## src/rtl/mem_access_ctrl_pkg.sv

```systemverilog
// Shared encodings for the MEM-stage data-memory access controller:
// access sizes, FSM states and the alignment rule.
package mem_access_ctrl_pkg;

    localparam logic [1:0] SIZE_BYTE = 2'b00;
    localparam logic [1:0] SIZE_HALF = 2'b01;
    localparam logic [1:0] SIZE_WORD = 2'b10;
    localparam logic [1:0] SIZE_ILL  = 2'b11;

    typedef enum logic [1:0] {
        ST_IDLE = 2'b00,
        ST_REQ  = 2'b01,
        ST_DONE = 2'b10
    } state_t;

    // An access is legal when the size is defined and the address is
    // naturally aligned for that size.
    function automatic logic access_legal(input logic [1:0] size,
                                          input logic [1:0] addr_lo);
        logic ok;
        ok = 1'b0;
        case (size)
            SIZE_BYTE: ok = 1'b1;
            SIZE_HALF: ok = ~addr_lo[0];
            SIZE_WORD: ok = (addr_lo == 2'b00);
            default:   ok = 1'b0;
        endcase
        return ok;
    endfunction

endpackage

```

## src/rtl/mem_access_ctrl_load_extender.sv

```systemverilog
// Selects the addressed byte/half lane of a returned word and zero- or
// sign-extends it to 32 bits. Purely combinational.
module load_extender
    import mem_access_ctrl_pkg::*;
(
    input  logic [31:0] word,
    input  logic [1:0]  addr_lo,
    input  logic [1:0]  size,
    input  logic        zext,
    output logic [31:0] ext
);

    logic [7:0]  byte_lane;
    logic [15:0] half_lane;
    logic [7:0]  byte_cand [4];
    logic [15:0] half_cand [2];

    genvar gi;
    generate
        for (gi = 0; gi < 4; gi++) begin : g_byte
            assign byte_cand[gi] = word[8*gi +: 8];
        end
        for (gi = 0; gi < 2; gi++) begin : g_half
            assign half_cand[gi] = word[16*gi +: 16];
        end
    endgenerate

    assign byte_lane = byte_cand[addr_lo];
    assign half_lane = half_cand[addr_lo[1]];

    always_comb begin
        ext = 32'd0;
        case (size)
            SIZE_BYTE: ext = {{24{~zext & byte_lane[7]}}, byte_lane};
            SIZE_HALF: ext = {{16{~zext & half_lane[15]}}, half_lane};
            SIZE_WORD: ext = word;
            default:   ext = 32'd0;
        endcase
    end

endmodule

```

## src/rtl/mem_access_ctrl.sv

```systemverilog
// MEM-stage load/store sequencer: drives one req/ack bus transaction per
// legal access, stalls the pipeline meanwhile and returns extended load data.
module mem_access_ctrl
    import mem_access_ctrl_pkg::*;
#(
    parameter int unsigned TIMEOUT = 15
) (
    input  logic        clk,
    input  logic        rst_n,
    input  logic        req_valid,
    input  logic        req_we,
    input  logic [1:0]  req_size,
    input  logic        req_zext,
    input  logic [31:0] req_addr,
    input  logic [31:0] req_wdata,
    output logic        stall,
    output logic        done,
    output logic [31:0] rdata,
    output logic        misalign,
    output logic        bus_err,
    output logic        mem_req,
    output logic        mem_we,
    output logic [31:0] mem_addr,
    output logic [3:0]  mem_be,
    output logic [31:0] mem_wdata,
    input  logic        mem_ack,
    input  logic [31:0] mem_rdata
);

    localparam logic [7:0] WAIT_LAST = 8'(TIMEOUT - 1);

    state_t      state_reg;
    logic [7:0]  wait_cnt_reg;
    logic [1:0]  addr_lo_reg;
    logic [1:0]  size_reg;
    logic        zext_reg;

    logic        done_reg;
    logic        misalign_reg;
    logic        bus_err_reg;
    logic        mem_req_reg;
    logic        mem_we_reg;
    logic [31:0] mem_addr_reg;
    logic [3:0]  mem_be_reg;
    logic [31:0] mem_wdata_reg;
    logic [31:0] rdata_reg;

    logic        req_legal;
    logic [3:0]  be_next;
    logic [31:0] wdata_next;
    logic [31:0] ext_data;

    assign req_legal = access_legal(req_size, req_addr[1:0]);

    always_comb begin
        be_next = 4'b0000;
        case (req_size)
            SIZE_BYTE: be_next = 4'b0001 << req_addr[1:0];
            SIZE_HALF: be_next = req_addr[1] ? 4'b1100 : 4'b0011;
            SIZE_WORD: be_next = 4'b1111;
            default:   be_next = 4'b0000;
        endcase
    end

    // Replicate the right-justified store data into every lane it may land in.
    genvar gi;
    generate
        for (gi = 0; gi < 4; gi++) begin : g_wlane
            always_comb begin
                wdata_next[8*gi +: 8] = 8'd0;
                if (req_we) begin
                    case (req_size)
                        SIZE_BYTE: wdata_next[8*gi +: 8] = req_wdata[7:0];
                        SIZE_HALF: wdata_next[8*gi +: 8] = req_wdata[8*(gi%2) +: 8];
                        default:   wdata_next[8*gi +: 8] = req_wdata[8*gi +: 8];
                    endcase
                end
            end
        end
    endgenerate

    load_extender u_load_extender (
        .word    (mem_rdata),
        .addr_lo (addr_lo_reg),
        .size    (size_reg),
        .zext    (zext_reg),
        .ext     (ext_data)
    );

    always_ff @(posedge clk or negedge rst_n) begin
        if (!rst_n) begin
            state_reg     <= ST_IDLE;
            wait_cnt_reg  <= 8'd0;
            addr_lo_reg   <= 2'b00;
            size_reg      <= SIZE_BYTE;
            zext_reg      <= 1'b0;
            done_reg      <= 1'b0;
            misalign_reg  <= 1'b0;
            bus_err_reg   <= 1'b0;
            mem_req_reg   <= 1'b0;
            mem_we_reg    <= 1'b0;
            mem_addr_reg  <= 32'd0;
            mem_be_reg    <= 4'b0000;
            mem_wdata_reg <= 32'd0;
            rdata_reg     <= 32'd0;
        end else begin
            done_reg     <= 1'b0;
            misalign_reg <= 1'b0;
            bus_err_reg  <= 1'b0;
            case (state_reg)
                ST_IDLE: begin
                    if (req_valid) begin
                        if (req_legal) begin
                            state_reg     <= ST_REQ;
                            wait_cnt_reg  <= 8'd0;
                            addr_lo_reg   <= req_addr[1:0];
                            size_reg      <= req_size;
                            zext_reg      <= req_zext;
                            mem_req_reg   <= 1'b1;
                            mem_we_reg    <= req_we;
                            mem_addr_reg  <= {req_addr[31:2], 2'b00};
                            mem_be_reg    <= be_next;
                            mem_wdata_reg <= wdata_next;
                        end else begin
                            misalign_reg <= 1'b1;
                        end
                    end
                end
                ST_REQ: begin
                    if (mem_ack) begin
                        rdata_reg   <= ext_data;
                        done_reg    <= 1'b1;
                        mem_req_reg <= 1'b0;
                        state_reg   <= ST_DONE;
                    end else if (wait_cnt_reg == WAIT_LAST) begin
                        rdata_reg   <= 32'd0;
                        done_reg    <= 1'b1;
                        bus_err_reg <= 1'b1;
                        mem_req_reg <= 1'b0;
                        state_reg   <= ST_DONE;
                    end else begin
                        wait_cnt_reg <= wait_cnt_reg + 8'd1;
                    end
                end
                ST_DONE: begin
                    state_reg <= ST_IDLE;
                end
                default: begin
                    state_reg   <= ST_IDLE;
                    mem_req_reg <= 1'b0;
                end
            endcase
        end
    end

    // Combinational so the pipeline freezes in the very cycle it is accepted.
    assign stall = ((state_reg == ST_IDLE) & req_valid & req_legal) | (state_reg == ST_REQ);

    assign done      = done_reg;
    assign rdata     = rdata_reg;
    assign misalign  = misalign_reg;
    assign bus_err   = bus_err_reg;
    assign mem_req   = mem_req_reg;
    assign mem_we    = mem_we_reg;
    assign mem_addr  = mem_addr_reg;
    assign mem_be    = mem_be_reg;
    assign mem_wdata = mem_wdata_reg;

endmodule

```

## config.mk

```make
export PLATFORM = sky130hd
export DESIGN_NAME = mem_access_ctrl
export DESIGN_NICKNAME = d
export VERILOG_FILES = /design/src/rtl/mem_access_ctrl_pkg.sv /design/src/rtl/mem_access_ctrl_load_extender.sv /design/src/rtl/mem_access_ctrl.sv
export SDC_FILE = /design/constraint.sdc
export NUM_CORES = 1
export LEC_CHECK = 0
export ABC_AREA = 1
export CAP_MARGIN = 10
export CORE_MARGIN = 2
export CORE_UTILIZATION = 35
export CTS_CLUSTER_DIAMETER = 40
export DETAILED_ROUTE_END_ITERATION = 12
export GPL_TIMING_DRIVEN = 0
export PLACE_DENSITY_LB_ADDON = 0.05
export SYNTH_ARGS = -nofsm -noshare
export SYNTH_HDL_FRONTEND = slang
export SYNTH_SLANG_ARGS = --single-unit
export TNS_END_PERCENT = 20
```

## constraint.sdc

```tcl
create_clock -name clk -period 1.5 [get_ports clk]
set_clock_uncertainty 0.15 [all_clocks]
set_input_delay 0.15 -clock clk [delete_from_list [all_inputs] [get_ports clk]]
set_output_delay 0.15 -clock clk [all_outputs]
set_load 0.03 [all_outputs]
```

==> Yosys cells after proc, flatten, opt, wreduce, memory -nomap -nowiden <==
Index checks and enable logic that the tools add are counted.
{ "classes": {"eq_ne": 12, "magnitude_cmp": 2, "reduce_logical": 12, "shift": 1, "n_bitwise": 10, "add_sub_neg": 1, "muxes": 42} }
{ "ops": {"columns": ["cell", "count"], "rows": [
  ["$mux 8", 12],
  ["$pmux 32 s3", 1],
  ["$mux 32", 2],
  ["$mux 16", 3],
  ["$pmux 8 s2", 2],
  ["$bmux 8 s2", 1],
  ["$mux 1", 12],
  ["$pmux 4 s3", 1],
  ["$add 8x1->8 const B", 1],
  ["$eq 8x4->1 const B", 1],
  ["$logic_not 2->1", 4],
  ["$mux 2", 4],
  ["$ne 2x2->1 const B", 4],
  ["$eq 2x1->1 const B", 3],
  ["$eq 2x2->1 const B", 3],
  ["$pmux 1 s3", 2],
  ["$reduce_and 3->1", 2],
  ["$reduce_and 5->1", 1],
  ["$and 1x1->1", 4],
  ["$mux 4", 1],
  ["$pmux 2 s2", 1],
  ["$reduce_and 4->1", 1],
  ["$reduce_bool 2->1", 2],
  ["$shl 1x2->4 const A", 1],
  ["9 further kinds", 11]
]} }
{ "totals": {"inputBits": 104, "output_inout_bits": 106, "wordCells": 94, "reg_bits": 118} }

==> Depth between registers and ports, before layout <==
Gate-level depths: netlist of the first run.
{ "logic_depth": {"word_depth": 7, "depth_mapped": 11, "depth_no_buf": 9} }

==> Hierarchy <==
Synthesis of the first run repeated with hierarchy kept, for this count alone.
{ "unflattened": {"cells_unflattened": 839, "area_unflattened_um2": 6095.8} }
{ "modules_own_cells": {"columns": ["module", "seq_area_each_um2", "instances", "area_each_um2", "cells_each"], "rows": [
  ["mem_access_ctrl", 2952.8, 1, 5202.5, 637],
  ["load_extender", 0.0, 1, 893.4, 202]
]} }

==> Worst setup path after synthesis of the first run <==
Ideal clock, no wire load.
{ "synth_timing": {"kind": "reg-to-output", "from": "register state_reg[1]", "to": "output stall", "n_path_buf": 2, "t_required_ns": 1.200, "path_stages_with_launch": 7, "setup_slack_ns": -0.240, "arrival_ns": 1.440, "path_cell_list": "dfrtp_1 -> or2_1 -> nor2_2 -> nand3_2 -> buf_6 -> buf_6 -> nand2_1"} }
{ "synth_via": {"elab_chain_len": 4, "word_cells_on_any_way": 5, "classes_between": "eq/ne (1); bitwise (3); reduce/logical (1)"} }
{ "synth_rtl": {"columns": ["element", "line_no", "text"], "rows": [
  ["start, declared", "mem_access_ctrl.sv:32", "state_t state_reg;"],
  ["start signal, assigned", "mem_access_ctrl.sv:92", "state_reg <= ST_IDLE;"],
  ["start signal, assigned", "mem_access_ctrl.sv:114", "state_reg <= ST_REQ;"],
  ["start signal, assigned", "mem_access_ctrl.sv:134", "state_reg <= ST_DONE;"],
  ["$logic_not 2->1", "mem_access_ctrl.sv:157", "assign stall = ((state_reg == ST_IDLE) & req_valid & req_legal) | (state_reg == ST_REQ);"],
  ["$and 1x1->1 (2 in a row)", "mem_access_ctrl.sv:157", null],
  ["$or 1x1->1 (*)", "mem_access_ctrl.sv:157", null],
  ["end, declared", "mem_access_ctrl.sv:16", "output logic stall,"]
]} }
Every way passes the cells marked *; elsewhere a longest branch is shown, timed or not.

==> Worst setup path after layout of the first run <==
{ "layout_timing": {"from": "register state_reg[0]", "to": "output stall"} }
Same word-level chain as after synthesis.

==> metrics.txt, run 1 <==
sw power 5.77 mW; DRC 0; clock power share 29.6%; Core Area about 17000 um2; Max clock buf depth 2; Max Cap Viol 0; Worst Path Required between 1000 and 1500 ps; gr usage total between 20% and 30%; Final Critical Period around 2000 ps; CTS clk-pin slew, worst paths 60 ps; Worst Hold Class in2async; Worst setup SP type flop; Worst Max-Slew Pin Slew 661 ps; Routed WL per cell 14.8 um; post-synth cell types 32; Mapped Area between 5000 and 6000 um2; Worst Path Class, Setup reg2out; cell internal pwr 9.14 mW; Top FF cell, synth dfrtp_1; Peak VDD IR approximately 790 uV; initial core utilization a little over a third; WL final 19400 um; relative slew slack a little under three fifths; sequential share of power 30.8%; DPL Wire Length roughly 14000 um; critical path's slowest cell dfrtp_1; Die Width ~130 um; final setup vio count between 100 and 150; CTS tree built; initial antenna violation count 0; first-pass GRT wire length 30900 um; Sequential cell area 2950 um2; sequential fraction of the synthesis area just under 50%; status finished, violations left; initial detailed-routing violation count about 370; Clk Latency, worst-skew pair about 420 ps; Worst Path Buf+Inv 3; Final Non-Filler Cells approximately 1300; largest net degree at the start of global routing 69; Final Cycle Share 136%; Die H 135 um; Ports between 200 and 250; CP max FO 3; full die area 18100 um2; ys async rst share 100%; Yosys reg bits between 100 and 150; CP dominant cell by count buf_12; num rows 47; Leakage approximately 5 nW; pins over their slew limit 0; DR vias/cell around 4.6; share of cells above drive strength 1 13.5%; max incr delay on CP 420 ps; post-route ant nets 0; vias in the first global route slightly below 6000; Antenna Cells 0; Total Power ~15 mW; Post-synth EDFFs 0; Fillers between 1500 and 2000; Avg Inst Size Synth a little over 7 um2; Setup WS post-layout -540 ps; synth warn 0; via count around 6000; Worst Setup End Kind output port; kind of cell adding the most delay to the critical path simple AND/OR/NAND/NOR gates; dpl ws -1180 ps; violated checks negative setup slack; CTS Buf Count 17; H-tree depth reported by CTS 4; Sink Count about 120; critical path cell sequence or2_4 -> nor2_4 -> nand3_4 -> buf_12 -> buf_12 -> nand2_8 -> buf_6; Comb power frac slightly below 40%; Sw Share 38.7%; Fin. Hold Viols 0; Pwr per Cell Area between 1500 and 2000 nW/um2; total gr overflow 0; IO buf count between 200 and 250; hold slack 100 ps; RePlAce Congestion around 0.84; multi-input logic area between 2000 and 3000 um2; Area Overhead vs Synth 56.5%; Synth Instances roughly 820; Achievable Freq roughly 490 MHz; RSZ-0062 raised after global routing yes; CTS root buf clkbuf_16; placed cells around 1300; nets about 1200; iteration count of the initial detailed-routing pass 4; CP arrival ~1700 ps
==> final cells by class <==
cell class / count / share of cell area, %
sequential: 118 / 31.7
multi-input combinational: 622 / 28.9
timing repair buffer: 239 / 23.8
clock buffer: 26 / 5.67
buffer: 39 / 3.82
tap: 220 / 2.95
inverter: 46 / 2.01
clock inverter: 6 / 1.19
==> worst reg2reg max path: stages (launching register included) <==
cell     delay (ps)
dfrtp_1         420
or2_4           270
nor2_4          110
nand3_4          90
buf_4           210
nor2_4          260
buf_6           180
nand2_1          70
nand2_1          60
==> final timing paths <==
| check | startpoint | to | slack (ps) | depth (start not counted) |
|---|---|---|---|---|
| max | state_reg[0]$_DFFE_PN0P_ | stall | -540 | 7 |
| min | rst_n | rdata[27]$_DFFE_PN0P_ | 100 | 2 |
| max reg2reg | state_reg[0]$_DFFE_PN0P_ | mem_wdata[21]$_DFFE_PN0P_ | -380 | 8 |
| min reg2reg | mem_addr[10]$_DFFE_PN0P_ | mem_addr[10]$_DFFE_PN0P_ | 310 | 2 |
| max in group asynchronous | rst_n | mem_wdata[4]$_DFFE_PN0P_ | 370 | 3 |
| min in group clk | req_addr[7] | mem_addr[7]$_DFFE_PN0P_ | 120 | 3 |
==> synth_stat cells, types with 2 or more instances <==
library cell	n	area, um2
nand2_1	471	1770
dfrtp_1	118	2950
nand3_1	63	315
inv_1	40	150
o21ai_0	28	140
nor2_1	24	90.1
clkbuf_1	11	41.3
buf_2	10	50.1
buf_6	10	113
a21oi_1	8	40.0
buf_4	7	52.6
clkinv_1	3	11.3
inv_2	3	11.3
nor2_4	3	33.8
a22oi_1	2	15.0
ha_1	2	25.0
nand2_2	2	12.5
nand3_2	2	20.0
nand4_1	2	12.5
nor2_2	2	12.5
nor3_1	2	10.0
==> metal layers <==
| layer | vias to the layer above | wire (um) | GRT usage, % |
|---|---|---|---|
| met2 | 198 | 9180 | 35.4 |
| met5 | - | 0 | 0 |
| li1 | 3063 | - | - |
| met4 | 0 | 184 | 5.79 |
| met3 | 17 | 1380 | 6.76 |
| met1 | 2745 | 8670 | 28.4 |
==> per-stage QoR <==
step / instance area [um2] / TNS [ps] / util [%]
floorplan: 5990 / -6370 / -
global placement: 8340 / -607810 / 50.1
detailed placement: 8370 / -54810 / 50.3
CTS: 9330 / -23300 / 56.0
global route: 9330 / -39560 / 56.1
finish: 9330 / -29200 / 56.1
==> placed cells by master (no fill, tap or decap), types with 7 or more instances in the layout <==
master and count:
dfrtp_1 117, dlygate4sd2_1 43, a21oi_1 7, buf_4 29, clkbuf_2 24, o21ai_0 27, clkdlybuf4s15_1 37, nand2_1 469
buf_6 24, nor2_1 22, inv_1 39, nand3_1 62, clkbuf_16 17, clkdlybuf4s50_1 102, clkbuf_8 10
==> power groups by stage <==
stage          combinational (mW)  sequential, mW  clock [mW]
2_1_floorplan                1.88            6.27           0
3_3_place_gp                 6.14            4.64           0
3_5_place_dp                 6.18            4.64           0
4_1_cts                      5.93            4.58        4.47
5_1_grt                      6.43            4.70        4.63
6_report                     5.91            4.59        4.41
==> logic make-up (layout without fill, tap and decap cells) <==
logic type | Yosys count | in the layout | share of synthesized area (%)
simple gates | 574 | 574 | 38.6
flops | 118 | 118 | 49.5
buf+inv | 85 | 356 | 7.26
compound gates | 42 | 42 | 3.82
fa+ha+maj | 2 | 2 | 0.420
xor+xnor | 2 | 2 | 0.294
other cells | 1 | 2 | 0.0629
==> timing repair <==
action	4_1_cts	5_1_grt
buffers inserted	24	1
pin swaps	5	2
gates resized for setup	196	68
setup endpoints to repair	221	167
hold buffers	1	0
cloned	3	2
endpoints found under the hold margin	59	0
Note: power is estimated with default switching activity, not from simulation.
==> inputs of run 2 (changes only) <==
--- a/config.mk
+++ b/config.mk
@@ -7,12 +7,12 @@
 export LEC_CHECK = 0
 export ABC_AREA = 1
 export CAP_MARGIN = 10
-export CORE_MARGIN = 2
+export CORE_MARGIN = 3
 export CORE_UTILIZATION = 35
 export CTS_CLUSTER_DIAMETER = 40
 export DETAILED_ROUTE_END_ITERATION = 12
 export GPL_TIMING_DRIVEN = 0
-export PLACE_DENSITY_LB_ADDON = 0.05
+export PLACE_DENSITY = 0.65
 export SYNTH_ARGS = -nofsm -noshare
 export SYNTH_HDL_FRONTEND = slang
 export SYNTH_SLANG_ARGS = --single-unit
==> run 2 against run 1 <==
Effect of this change:
- the run still ends with negative setup slack left
- combinational power increased by 2%
- setup slack gained 34 ps
- critical path depth stayed put
- hold slack better by 13 ps
- utilization up 1.0 points
- register-to-register slack worse by 60 ps
- critical path type unchanged
- critical endpoint unchanged
==> metrics.txt, run 2 (synthesis results as in run 1) <==
multi-input logic area 2750 um2 (+2.0%); Routed WL per cell 14.8 um (+0.64%); DPL Wire Length 14100 um (+2.5%); Antenna Cells 0 (unchanged); num rows 47 (unchanged); H-tree depth reported by CTS 4 (unchanged); Clk Latency, worst-skew pair 420 ps (about the same); hold slack 113 ps (+12.8 ps); RePlAce Congestion 0.888 (+6.3%); status finished, violations left; Sequential cell area 2950 um2 (unchanged); gr usage total 20.9% (-0.89 points); Die H 137 um (+1.5%); R2R depth 10 (+2); most frequent cells in the layout nand2_1, dfrtp_1, clkdlybuf4s50_1; initial antenna violation count 0 (unchanged); CTS tree built; first-pass GRT wire length 30400 um (-1.5%); final setup vio count 115 (-2.5%); RSZ-0062 raised after global routing yes; CP arrival 1710 ps (-30 ps); internal reg-to-reg setup slack -440 ps (-60 ps); relative slew slack 53.9% (-1.8 points); CP max FO 3 (unchanged); Worst Max-Slew Pin Slew 689 ps (+27.3 ps); initial detailed-routing violation count 361 (-2.7%); Worst setup SP type flop; Area Overhead vs Synth 59.4%; CTS root buf clkbuf_16; Worst Path Class, Setup reg2out; r2r startpoint state_reg[0]$_DFFE_PN0P_; critical path's slowest cell dfrtp_1; area post-placement 8370 um2 (unchanged); share of cells above drive strength 1 14.8% (+1.3 points); CP dominant cell by count buf_12; nets 1192 (+0.25%); post-route ant nets 0 (unchanged); Final Cycle Share 134% (-2.3 points); Pwr per Cell Area 1600 nW/um2 (+0.11%); pins over their slew limit 0 (unchanged); DRC 0 (unchanged); initial core utilization 35.8% (unchanged); Worst Hold Class in2async; Achievable Freq 499 MHz (+1.7%); IO buf count 207 (unchanged); Final Critical Period 2010 ps (-34.4 ps); Die Width 137 um (+1.5%); Leakage 5.03 nW (-0.39%); cell area after layout 9500 um2 (+1.9%); critical path cell sequence or2_4 -> nor2_4 -> nand3_4 -> buf_12 -> buf_12 -> nand2_8 -> buf_8; commonest non-fill, non-tap cell in the layout nand2_1; CTS clk-pin slew, worst paths 60 ps (about the same); Max clock buf depth 2 (unchanged); total gr overflow 0 (unchanged); iteration count of the initial detailed-routing pass 6 (+2); Fin. Hold Viols 0 (unchanged); DR vias/cell 4.70 (+2.8%); violated checks negative setup slack; CTS Buf Count 17 (unchanged); Sink Count 118 (unchanged); full die area 18600 um2 (+3.0%); largest net degree at the start of global routing 61 (-12%); Ports 210 (unchanged); WL final 19600 um (+0.87%); Worst Setup End Kind output port; Fillers 1552 (-4.1%); vias in the first global route 5842 (-1.8%); Peak VDD IR 840 uV (+6.7%); Worst R2R End mem_wdata[17]$_DFFE_PN0P_; Setup WS post-layout -506 ps (+34.4 ps); via count 6204 (+3.0%); max incr delay on CP 390 ps (-30 ps); Worst Path Required 1200 ps (about the same); Core Area 16600 um2 (unchanged); Max Cap Viol 0 (unchanged)
==> run 2: cell types whose count changed in the layout (fill, tap and decap cells not counted), moves of 2 or more <==
cell             before  now
buf_4                29   32
nand2_1             469  464
nand2_4               1    4
clkdlybuf4s15_1      37   63
clkbuf_1              5    3
clkinvlp_4            1    4
clkinv_4              3    5
dlygate4sd2_1        43   14
nand2_2               0    2
bufinv_16             3    5
buf_6                24   20
buf_8                 0    7
clkbuf_2             24   28
clkbuf_8             10    1
==> run 2: critical path, delay by kind of cell, from the launching register on <==
kind | cells | cell delay [ps]
simple gates | 4 | 500
flops | 1 | 390
buf+inv | 3 | 390
==> run 2: what timing repair did <==
| action | in CTS | in global routing |
|---|---|---|
| gates resized for setup | 206 | 114 |
| hold buffers | 1 | 0 |
| gates cloned | 1 | 4 |
| buffers inserted | 21 | 8 |
| endpoints found under the setup margin | 220 | 195 |
| pin swaps | 8 | 6 |
| hold endpoints to repair | 58 | 0 |
==> run 2: through the flow <==
step           worst slack, ps  utilization (%)  setup TNS, ps  power (mW)  cells
6_report                  -506             57.1         -31010        15.2   1319
3_5_place_dp             -1150             50.3         -52030        10.8   1253
2_1_floorplan            -94.7                -          -6370        8.14    825
3_3_place_gp             -4730             50.1        -607580        10.8   1252
5_1_grt                   -580             57.1         -41070        16.1   1319
4_1_cts                   -510             56.1         -22490        15.2   1308
==> run 2: how the worst max path moves through the flow <==
stage,start,to,depth (start not counted)
after global placement,rst_n,mem_wdata[17]$_DFFE_PN0P_,1
after floorplan,state_reg[1]$_DFFE_PN0P_,stall,6
after detailed placement,req_addr[0],stall,7
final,state_reg[0]$_DFFE_PN0P_,stall,7
after CTS,state_reg[1]$_DFFE_PN0P_,stall,7
after global routing,state_reg[1]$_DFFE_PN0P_,stall,7
==> run 2: power breakdown <==
group / switching (mW) / total [mW] / internal, mW
combinational: 3.80 / 6.00 / 2.21
clock: 1.58 / 4.59 / 3.01
sequential: 0.525 / 4.61 / 4.08
==> run 2: final cells by class <==
cell class              count  area share [%]
repair buffers            242            24.1
flip-flops and latches    118            31.1
clock inverters            14            2.36
inverters                  46            2.05
plain buffers              39            3.95
clock buffers              18            4.62
well taps                 220            2.90
multi-input cells         622            28.9
==> run 2: routing by layer <==
metal / track usage [%] / routed length [um] / part of all wire (%)
met1: 26.7 / 8190 / 42
met2: 33.9 / 9330 / 48
met3: 6.95 / 1700 / 8.7
met4: 6.22 / 373 / 1.9
met5: 0 / 0 / 0
